`src/rtl/instruction_fetch_unit.sv`:
```
// Instruction fetch unit: owns the PC, drives the synchronous instruction memory,
// buffers returned words with their PCs and presents them to decode via valid/ready.
module instruction_fetch_unit #(
  parameter int                ADDR_W   = 32,
  parameter logic [ADDR_W-1:0] RESET_PC = '0,
  parameter int                DEPTH    = 2
) (
  input  logic              clk,
  input  logic              rst_n,
  output logic [ADDR_W-1:0] address,
  input  logic [ADDR_W-1:0] instruction,
  input  logic              redirect_valid,
  input  logic [ADDR_W-1:0] redirect_pc,
  output logic              if_valid,
  input  logic              if_ready,
  output logic [ADDR_W-1:0] if_instr,
  output logic [ADDR_W-1:0] if_pc
);

  localparam int PTR_W = (DEPTH > 1) ? $clog2(DEPTH) : 1;
  localparam int CNT_W = $clog2(DEPTH + 1);

  logic [ADDR_W-1:0] r_pc;
  logic [ADDR_W-1:0] r_address;
  logic              r_pending;
  logic [ADDR_W-1:0] r_pending_pc;
  logic [ADDR_W-1:0] r_buf_pc    [DEPTH];
  logic [ADDR_W-1:0] r_buf_instr [DEPTH];
  logic [PTR_W-1:0]  r_rd_ptr;
  logic [PTR_W-1:0]  r_wr_ptr;
  logic [CNT_W-1:0]  r_count;

  logic              w_pop;
  logic              w_push;
  logic              w_issue;
  logic [CNT_W:0]    w_in_flight;
  logic [ADDR_W-1:0] w_pc_next;
  logic [ADDR_W-1:0] w_target;

  function automatic logic [PTR_W-1:0] ptr_inc(input logic [PTR_W-1:0] p);
    return (p == PTR_W'(DEPTH - 1)) ? '0 : p + PTR_W'(1);
  endfunction

  assign w_pop       = (r_count != '0) && if_ready;
  assign w_push      = r_pending && !redirect_valid;
  // Buffered + in-flight entries after this cycle's pop; an issue only when a slot stays free.
  assign w_in_flight = {1'b0, r_count} + (CNT_W+1)'(r_pending) - (CNT_W+1)'(w_pop);
  assign w_issue     = !redirect_valid && (w_in_flight < (CNT_W+1)'(DEPTH));
  assign w_pc_next   = r_pc + ADDR_W'(4);
  assign w_target    = redirect_pc & ~ADDR_W'(3);

  // NOTE: sequential state uses non-blocking assignments so every register samples
  // pre-edge values, independent of the order the always_ff blocks are evaluated.
  always_ff @(posedge clk or negedge rst_n) begin
    if (!rst_n) begin
      r_pc         <= RESET_PC;
      r_address    <= RESET_PC;
      r_pending    <= 1'b0;
      r_pending_pc <= '0;
    end else if (redirect_valid) begin
      r_pc      <= w_target;
      r_address <= w_target;
      r_pending <= 1'b0;
    end else if (w_issue) begin
      r_pc         <= w_pc_next;
      r_address    <= w_pc_next;
      r_pending    <= 1'b1;
      r_pending_pc <= r_pc;
    end else begin
      r_pending <= 1'b0;
    end
  end

  // NOTE: the buffer array is reset along with the pointers so the head outputs
  // read as zero out of reset instead of undefined storage.
  always_ff @(posedge clk or negedge rst_n) begin
    if (!rst_n) begin
      for (int i = 0; i < DEPTH; i++) begin
        r_buf_pc[i]    <= '0;
        r_buf_instr[i] <= '0;
      end
      r_rd_ptr <= '0;
      r_wr_ptr <= '0;
      r_count  <= '0;
    end else if (redirect_valid) begin
      // A pop this cycle has already been taken by decode; everything else is wrong-path.
      r_rd_ptr <= '0;
      r_wr_ptr <= '0;
      r_count  <= '0;
    end else begin
      if (w_push) begin
        r_buf_pc[r_wr_ptr]    <= r_pending_pc;
        r_buf_instr[r_wr_ptr] <= instruction;
        r_wr_ptr              <= ptr_inc(r_wr_ptr);
      end
      if (w_pop) begin
        r_rd_ptr <= ptr_inc(r_rd_ptr);
      end
      r_count <= r_count + CNT_W'(w_push) - CNT_W'(w_pop);
    end
  end

  assign address  = r_address;
  assign if_valid = (r_count != '0);
  assign if_instr = r_buf_instr[r_rd_ptr];
  assign if_pc    = r_buf_pc[r_rd_ptr];

endmodule

```
`config.mk`:
```
export PLATFORM = sky130hd
export DESIGN_NAME = instruction_fetch_unit
export DESIGN_NICKNAME = d
export VERILOG_FILES = /design/src/rtl/instruction_fetch_unit.sv
export SDC_FILE = /design/constraint.sdc
export NUM_CORES = 1
export LEC_CHECK = 0
export ABC_CLOCK_PERIOD_IN_PS = 2950
export BUFFER_PORTS_ARGS = -buffer_cell sky130_fd_sc_hd__buf_4
export CAP_MARGIN = 20
export CORE_MARGIN = 4
export CORE_UTILIZATION = 34
export CTS_BUF_LIST = sky130_fd_sc_hd__clkbuf_8 sky130_fd_sc_hd__clkbuf_16
export CTS_CLUSTER_SIZE = 16
export DETAILED_ROUTE_END_ITERATION = 7
export GPL_TIMING_DRIVEN = 0
export PLACE_DENSITY = 0.65
export REMOVE_ABC_BUFFERS = 1
export SLEW_MARGIN = 40
export SYNTH_ARGS = -nofsm -noshare
export SYNTH_HDL_FRONTEND = slang
export SYNTH_SLANG_ARGS = --single-unit
```
`constraint.sdc`:
```
create_clock -name clk -period 2.95 [get_ports clk]
set_input_delay 0.1475 -clock clk [delete_from_list [all_inputs] [get_ports clk]]
set_output_delay 0.1475 -clock clk [all_outputs]
set_load 0.01 [all_outputs]
```
==> flow_metrics.py <==
metrics = {
    "status": {
        "status": "complete, no violations",
    },
    "flow_run": {
        "maxCapViolations": 0,
    },
    "sta": {
        "fmax_mhz": 339.5,
        "min_period_ns": 2.945,
        "setup_viol": 0,
        "layout_setup_ws_ns": 0.004507,
        "max_slew_margin": 0.5614,
        "fin_skew_ns": 0.01560,
        "timing.final.max_slew_violations": 0,
        "rsz0062_at_grt": "yes",
        "post-route-period-util": 0.9985,
        "hold_viol_final": 0,
        "tightest_slew_ns": 0.6578,
    },
    "critical_path": {
        "worst-r2r-cell-count": 8,
        "worst-path-max-fanout": 6,
        "end_kind": "flip-flop",
        "arrival_ns": 3.25,
        "reg2reg_to": "address[20]",
        "path_cells": "and3b_2, o21ai_2, fa_2, nand4_1, or4_4, or4_4, xor2_2, o21ai_2",
        "slowest_delay_ns": 0.61,
        "start_kind": "flip-flop",
        "rrSetupSlack_ns": 0.005,
        "cp_slowest_cell": "or4_4",
        "r2r-start": "r_count[0]",
        "worstPathRequired_ns": 3.25,
        "criticalPathCategory": "reg2reg",
        "path_buf_inv": 0,
        "critPathTopFamily": "simple AND/OR/NAND/NOR gates",
    },
    "synthesis": {
        "avgSynthCellArea_um2": 13.28,
        "yosys_warnings": 0,
        "netlist_instances": 636,
        "ys_seq_area_frac": 0.5601,
        "yosys.area.top_type": "dfrtp_1",
        "synthTopCellsByArea": "dfrtp_1 (56%), mux2_2 (21%), mux2_1 (7.7%), xnor2_1 (2.4%), nand2_1 (2.1%)",
        "synth-seq-cells": 189,
        "post_synth_num_cell_types": 36,
        "synthesis.area_mm2": 0.008444,
        "synth_top_area_frac": 0.5601,
    },
    "cells_and_area": {
        "finalCoreUtilization": 0.4690,
        "antennaDiodeCount": 0,
        "drive_above_1_share": 0.4361,
        "nFillCells": 2202,
        "nets": 927,
        "area_growth_pct": 35.46,
    },
    "global_routing": {
        "grt_pass1_vias": 5998,
        "grt_usage": 0.1487,
        "grt_overflow": 0,
        "antenna_found_initial": 0,
        "grt_start_max_net_pins": 70,
        "grt_pass1_wl_um": 32070,
    },
    "floorplan": {
        "die_w_um": 165.6,
        "fp-row-count": 57,
        "fp.dieH_um": 165.6,
        "dieArea_mm2": 0.02742,
        "core_area_mm2": 0.02439,
        "initial_utilization": 0.3462,
        "num_io_pins": 165,
    },
    "clock_network": {
        "clkTransAtPathRegs_ns": 0.08,
        "cts_buffer_depth": 2,
        "h-tree-depth": 4,
        "cts_sinks": 189,
        "clk_latency_ns": 0.43,
        "cts-root-buf": "clkbuf_16",
        "numCtsBuffers": 17,
        "cts_tree": "done",
    },
    "drt": {
        "wl_met2_um": 9800,
        "viasPerCell": 4.747,
        "vias": 5663,
        "antenna_left": 0,
        "wl_um": 19920,
        "wl_per_cell_um": 16.70,
        "drc": 0,
        "initialDrtViolationCount": 253,
        "dr_wl_met3_um": 1087,
        "route.top_layer_used": "met4",
        "drt-met1-wl_um": 8849,
        "first_pass_iters": 4,
    },
    "min_path": {
        "hold_depth": 3,
        "hp-class": "in2reg",
        "hold_path_end": "address[29]",
        "min_from": "redirect_pc[29]",
    },
    "placed_design": {
        "pre_cts_ws_ns": -0.3160,
        "io_buffers": 158,
        "hpwl_um": 13330,
        "routabilityCongestion": 0.7451,
    },
    "power_and_ir_drop": {
        "worst_ir_drop_vdd_v": 0.0004573,
        "leakage_nw": 5.059,
        "p_per_area_mw_per_mm2": 948.1,
    },
}
==> cell type report <==
class                           instances  area (um2)  area share
Clock inverter                         15       130.1     0.01138
Sequential cell                       189        4735      0.4139
Multi-Input combinational cell        409        3641      0.3183
Tap cell                              324       405.4     0.03544
Timing Repair Buffer                  236        2091      0.1828
Clock buffer                           17       425.4     0.03719
Inverter                                3       11.26   0.0009845
==> repair_timing <==
action / 4_1_cts / 5_1_grt
endpoints found under the hold margin: 148 / 0
pin swaps: 2 / 3
hold buffers: 62 / 0
endpoints found under the setup margin: 22 / 19
setup buffers: 3 / 4
resized for setup: 4 / 12
==> tightest hold or removal path, cell delays in order <==
cell	delay, ns
buf_4	0.08
nand2b_1	0.10
o31a_1	0.12
==> report_power, final <==
part	internal, W	switching, W
sequential	0.00372	0.000691
clock	0.00111	0.00108
combinational	0.00253	0.00172
==> synthesized netlist by cell type, drive strengths merged <==
cell	instances
a21oi	1
and2	3
and3	4
and3b	1
and4	1
buf	8
clkbuf	30
conb	1
dfrtp	189
fa	1
ha	2
inv	3
mux2	213
mux2i	1
nand2	47
nand2b	3
nand3	13
nand4	10
nor2	6
nor2b	5
nor3	10
nor3b	1
nor4	9
nor4bb	1
o21ai	32
o31a	2
or2	3
or4	2
xnor2	23
xor2	11
==> layout by cell type (no fill, tap or decap), types with 6 or more instances in the layout <==
cell type      netlist  layout
nand2_1             47      46
dfrtp_1            189     187
nand4_1             10      10
clkbuf_16            0      17
nor2_1               6       6
xor2_1              11      10
buf_16               0       6
dlygate4sd3_1        0      62
buf_4                4     163
mux2_1              58      58
nor3_1              10       8
o21ai_1             30      30
nand3_1             13      13
mux2_2             155     155
nor4_1               9       6
xnor2_1             23      23
==> flip-flops by register name (all words and copies together), names as in the netlist <==
| signal | flops |
|---|---|
| r_buf_instr | 64 |
| r_buf_pc | 60 |
| address | 30 |
| r_pending_pc | 30 |
| r_count | 2 |
| r_pending | 1 |
| r_rd_ptr | 1 |
| r_wr_ptr | 1 |
==> layer usage <==
metal / track usage / up-vias
li1: - / 2688
met1: 0.1945 / 2835
met2: 0.2502 / 126
met3: 0.03425 / 14
met4: 0.03825 / 0
met5: 0 / -
==> metrics by stage <==
stage | instances | setup TNS (ns) | instance area (um2) | hold WS, ns | total power [W]
after floorplan | 601 | -64.44 | 8293 | -0.1481 | 0.006791
after global placement | 1083 | -338.18 | 9884 | 0.3649 | 0.008473
after detailed placement | 1092 | -1.833 | 10140 | 0.1087 | 0.008663
after CTS | 1189 | 0 | 11350 | 0.03463 | 0.01100
after global routing | 1193 | -0.2551 | 11440 | 0.06913 | 0.01161
final | 1193 | 0 | 11440 | 0.05541 | 0.01084
==> cell families (layout without fill, tap and decap cells) <==
kind of cell,after synthesis,in the layout,synth area share
AO/OA/AOI/OAI,35,35,0.02208
AND/OR/NAND/NOR,119,119,0.07097
flip-flops,189,189,0.5601
other,1,4,0.0004441
buffers and inverters,41,271,0.02060
multiplexers,214,214,0.2852
adder cells (fa/ha/maj),3,3,0.005334
XOR/XNOR,34,34,0.03526
==> worst max path at each step <==
| stage | cells after the start | slack [ns] | startpoint | end |
|---|---|---|---|---|
| finish | 8 | 0.005 | r_count[0] | address[20] |
| global route | 8 | -0.10 | r_count[0] | address[20] |
| CTS | 8 | 0.005 | r_count[0] | address[20] |
| detailed placement | 8 | -0.32 | r_count[1] | address[20] |
| global placement | 4 | -3.67 | redirect_valid | r_buf_instr[55] |
| floorplan | 3 | -1.01 | r_pending | r_buf_instr[32] |
Note: power is estimated with default switching activity, not from simulation.
